<file path="config.mk">
export PLATFORM = sky130hd
export DESIGN_NAME = bpqm_event_conditioner
export DESIGN_NICKNAME = d
export VERILOG_FILES = /design/src/rtl/bpqm_event_conditioner.sv
export SDC_FILE = /design/constraint.sdc
export NUM_CORES = 1
export LEC_CHECK = 0
export CAP_MARGIN = 20
export CORE_AREA = 2 2 74 76
export DETAILED_ROUTE_END_ITERATION = 8
export DIE_AREA = 0 0 76 78
export PLACE_DENSITY_LB_ADDON = 0.15
export SLEW_MARGIN = 15
export SYNTH_ARGS = -nofsm -noshare
export SYNTH_HDL_FRONTEND = slang
export SYNTH_SLANG_ARGS = --single-unit
</file>
<file path="constraint.sdc">
create_clock -name clk -period 3 [get_ports clk]
set_input_delay 0.6 -clock clk [delete_from_list [all_inputs] [get_ports clk]]
set_output_delay 0.6 -clock clk [all_outputs]
set_load 0.02 [all_outputs]
</file>
<file path="src/rtl/bpqm_event_conditioner.sv">
// Button front end for the bank queue manager: synchronise, debounce and edge-detect
// the arrival/service buttons, then gate them against a shadow occupancy count.
module bpqm_event_conditioner #(
    parameter int DEBOUNCE_CYCLES = 250000,
    parameter int DB_W            = 18,
    parameter int MAX_COUNT       = 7
) (
    input  logic       clk,
    input  logic       RST,
    input  logic       arrive_btn,
    input  logic       serve_btn,
    output logic       countpb,
    output logic       upordown,
    output logic [2:0] occupancy,
    output logic       EF,
    output logic       FF,
    output logic       reject
);

    localparam logic [DB_W-1:0] DB_LAST = DB_W'(DEBOUNCE_CYCLES - 1);
    localparam logic [2:0]      OCC_MAX = 3'(MAX_COUNT);

    // Bit 0 is the arrival button, bit 1 the service button.
    logic [1:0]      sync1_q, sync1_d;
    logic [1:0]      sync2_q, sync2_d;
    logic [1:0]      db_q, db_d;
    logic [1:0]      db_prev_q, db_prev_d;
    logic [1:0]      evt_q, evt_d;
    logic [DB_W-1:0] cnt_q [2];
    logic [DB_W-1:0] cnt_d [2];

    logic       pend_q, pend_d;
    logic       countpb_q, countpb_d;
    logic       upordown_q, upordown_d;
    logic [2:0] occ_q, occ_d;
    logic       ef_q, ef_d;
    logic       ff_q, ff_d;
    logic       reject_q, reject_d;

    logic do_arr;
    logic do_srv;

    always_comb begin
        sync1_d   = {serve_btn, arrive_btn};
        sync2_d   = sync1_q;
        db_d      = db_q;
        db_prev_d = db_q;
        evt_d     = db_q & ~db_prev_q;
        for (int i = 0; i < 2; i++) begin
            cnt_d[i] = '0;
            if (sync2_q[i] != db_q[i]) begin
                if (cnt_q[i] == DB_LAST) begin
                    db_d[i] = ~db_q[i];
                end else begin
                    cnt_d[i] = cnt_q[i] + 1'b1;
                end
            end
        end
    end

    // A pending service from a simultaneous press always wins its cycle; the arrival
    // of a simultaneous pair goes first so the service sees the updated occupancy.
    always_comb begin
        do_arr     = ~pend_q & evt_q[0];
        do_srv     = pend_q | (evt_q[1] & ~evt_q[0]);
        pend_d     = ~pend_q & evt_q[0] & evt_q[1];
        countpb_d  = 1'b0;
        reject_d   = 1'b0;
        upordown_d = upordown_q;
        occ_d      = occ_q;
        if (do_arr) begin
            if (occ_q < OCC_MAX) begin
                countpb_d  = 1'b1;
                upordown_d = 1'b1;
                occ_d      = occ_q + 3'd1;
            end else begin
                reject_d = 1'b1;
            end
        end else if (do_srv) begin
            if (occ_q != 3'd0) begin
                countpb_d  = 1'b1;
                upordown_d = 1'b0;
                occ_d      = occ_q - 3'd1;
            end else begin
                reject_d = 1'b1;
            end
        end
        ef_d = (occ_d == 3'd0);
        ff_d = (occ_d == OCC_MAX);
    end

    always_ff @(posedge clk or posedge RST) begin
        if (RST) begin
            sync1_q    <= '0;
            sync2_q    <= '0;
            db_q       <= '0;
            db_prev_q  <= '0;
            evt_q      <= '0;
            cnt_q[0]   <= '0;
            cnt_q[1]   <= '0;
            pend_q     <= 1'b0;
            countpb_q  <= 1'b0;
            upordown_q <= 1'b1;
            occ_q      <= 3'd0;
            ef_q       <= 1'b1;
            ff_q       <= 1'b0;
            reject_q   <= 1'b0;
        end else begin
            sync1_q    <= sync1_d;
            sync2_q    <= sync2_d;
            db_q       <= db_d;
            db_prev_q  <= db_prev_d;
            evt_q      <= evt_d;
            cnt_q[0]   <= cnt_d[0];
            cnt_q[1]   <= cnt_d[1];
            pend_q     <= pend_d;
            countpb_q  <= countpb_d;
            upordown_q <= upordown_d;
            occ_q      <= occ_d;
            ef_q       <= ef_d;
            ff_q       <= ff_d;
            reject_q   <= reject_d;
        end
    end

    assign countpb   = countpb_q;
    assign upordown  = upordown_q;
    assign occupancy = occ_q;
    assign EF        = ef_q;
    assign FF        = ff_q;
    assign reject    = reject_q;

endmodule

</file>
==> results.md <==
- Largest family of logic cells by synthesized area: simple AND/OR/NAND/NOR gates
- Post-Synthesis Cells: 248
- Antenna Cells: 0
- Ratio of cells with drive above 1 in the final layout: 7.55%
- 1st-pass router iterations: 4
- Worst Setup SP: cnt_q[23]
- Simple-gate share of the synthesized area: 23.5%
- DP Wirelength: 3000 µm
- CTS tree: done
- CP Max Fanout: 10
- Nets: 273
- Initial cell density of the core: 51.8%
- Worst Setup End Kind: flop
- Layout Skew: 0.00638 ns
- P&R area growth vs syn: 11.2%
- Max_cap viols: 0
- Syn Area/Cell: 10.5 µm²
- Count leader, synth: dfrtp_1
- Synth Register Bits: 55
- R2R cell count: 5
- Net Count, Synth: 257
- Critical Path RT: 3.19 ns
- Slew HR: 35.4%
- Mux cell area share after synthesis: 0.863%
- Num rows: 26
- Worst setup path end: cnt_q[21]
- Min-delay worst type: flop to flop
- Number of vias per cell: 5.42
- Worst Tran Pin Value: 0.965 ns
- Total grt overflow: 0
- Synth Flop Type: dfrtp_1
- Initial antenna violation count: 0
- CTS Root Cell: clkbuf_8
- Compound-Gate Fraction of Synth Area: 8.77%
- FF-to-FF End: cnt_q[21]
- Core area: 0.00504 mm²
- Reg2reg start: cnt_q[23]
- Drt total wl: 4370 µm
- Chip Height: 78 µm
- Ys async rst share: 100%
- Largest cells by area after synthesis: dfrtp_1 51%, xnor2_1 6.7%, nor2_1 5.5%
- VDD IR max: 331 µV
- Synth Warn #: 0
- Part of the cycle the worst path needs: 69.2%
- DR WL/cell: 13.1 µm
- GRT Overall Usage: 16.5%
- Port buffer count: 11
- Worst path arrival time: 2.27 ns
- XOR/XNOR Fraction of Synth Area: 9.40%
- Clk slew on worst S/H paths: 0.09 ns
- Max-slew violation count: 0
- Postcts setup bufs: 0
- Vias: 1,817
- Adder-Cell Fraction of Synth Area: 2.40%
- PwrDens: 416 mW/mm²
- CTS Buf Count: 5
- Highest clock rate: 481 MHz
- Share of the synthesized area in the top cell type: 50.8%
- Critical path launch point type: flop
- Post-route ant nets: 0
- Skew-Pair Late Insertion Delay: 0.30 ns
- Worst R2R Setup Slack: 0.92 ns
- Area occupied by registers: 0.00138 mm²
- Tot Pwr: 1.21 mW
- Largest net degree at the start of global routing: 56
- RePlAce Congestion: 0.812
- Hold_sp: sync1_q[1]
- Post-synthesis cell area: 0.00261 mm²
- Clk buf depth: 2
- Fill cells: 445
- Status: completed
- Multi-input gate area: 0.00117 mm²
- Iteration-0 DRC Markers: 113
- Setup TNS: 0 ns
- Post-synth EDFFs: 0
- Die area: 0.00593 mm²
- Die Width: 76 µm
- Num ports: 12
- CTS H-Tree Depth: 2
- Hold violation count in the final report: 0
- Register area share after synthesis: 52.8%
- Synth cell types: 44
- Area leader, netlist: dfrtp_1
- Crit path time final: 2.08 ns
- Crit path kind: flop to flop
- Post-CTS Resized: 0
- Lkg Pwr: 1.22 nW
- Global-route wire length before repair: 7980 µm
- Commonest cells post-synth: 53 x dfrtp_1, 38 x nor2_1, 20 x xnor2_1
- RSZ-0062 raised after global routing: no
- Setup-failing EPs final: 0
- Hold_buf cts: 0
- Vias in the first global route: 1,850
- Clock sink total: 55
- Remaining DRCs: 0
==> routing by layer <==
layer	share of wire [%]	vias up	global-route usage (%)	routed length, µm
met5	0	-	0	0
met4	1.1	0	6.73	49
li1	-	903	-	-
met2	45	31	26.3	1950
met3	3.0	5	3.14	132
met1	51	878	22.4	2240
==> metrics by stage <==
step | cell area (µm²) | cells | utilization [%] | worst slack (ns) | hold WS [ns]
finish | 2900 | 335 | 57.6 | 0.923 | 0.360
global route | 2900 | 335 | 57.6 | 0.685 | 0.367
CTS | 2900 | 335 | 57.6 | 0.930 | 0.361
detailed placement | 2810 | 327 | 55.8 | 0.953 | 0.339
global placement | 2810 | 327 | 55.8 | 1.00 | 0.332
floorplan | 2610 | 248 | - | 1.06 | 0.331
==> critical path, cell delays in order (launching register included) <==
cell and delay [ns]:
dfrtp_1 0.44, nor4b_1 0.34, nand2_1 0.16, o41ai_4 0.69, buf_4 0.28, nor2_1 0.06
==> worst min path at each step <==
stage | endpoint | slack (ns) | cells past startpoint
final | sync2_q[1] | 0.36 | 0
after global routing | sync2_q[0] | 0.37 | 0
after CTS | sync2_q[1] | 0.36 | 0
after detailed placement | sync2_q[1] | 0.34 | 0
after global placement | sync2_q[0] | 0.33 | 0
after floorplan | sync2_q[0] | 0.33 | 0
==> layout by cell type, fill, tap and decap left out, drive strengths merged, types with 2 or more instances in the layout <==
cell type,instances
a21o,2
a21oi,9
and2,2
and3,3
and4,2
buf,2
clkbuf,7
clkdlybuf4s50,11
dfrtp,53
dfstp,2
ha,5
inv,9
mux2,2
nand2,10
nand2b,3
nand3,16
nand4,7
nor2,38
nor2b,5
nor3,6
nor4,10
nor4b,2
o21ai,6
o22ai,2
o41ai,3
or3,5
or4,3
xnor2,20
xor2,8
==> registers in the layout, indices dropped and copies added (netlist names) <==
signal     count
cnt_q         36
evt_q          2
upordown       1
sync2_q        2
reject         1
sync1_q        2
EF             1
occupancy      3
db_prev_q      2
countpb        1
FF             1
pend_q         1
db_prev_d      2
==> cells by family after synthesis <==
logic type | after synthesis
and+or+nand+nor | 115
AOI/OAI and AO/OA | 30
muxes | 2
xor gates and xnor gates | 28
adders and majority gates | 5
DFF | 55
buffers and inverters | 13
==> power by group <==
| part | total [mW] | switching [mW] | internal, mW | leakage (nW) |
|---|---|---|---|---|
| clock network | 0.405 | 0.218 | 0.187 | 0.0482 |
| logic | 0.0451 | 0.0287 | 0.0164 | 0.429 |
| registers | 0.758 | 0.00819 | 0.750 | 0.747 |
| total | 1.21 | 0.255 | 0.953 | 1.22 |
==> cell type report <==
cell class              instances  area share (%)
clock buffers                   7            2.97
clock inverters                 1           0.172
inverters                       9            1.16
multi-input cells             180            40.4
flip-flops and latches         55            47.5
well taps                      70            3.02
repair buffers                 13            4.74
Note: power is estimated with default switching activity, not from simulation.
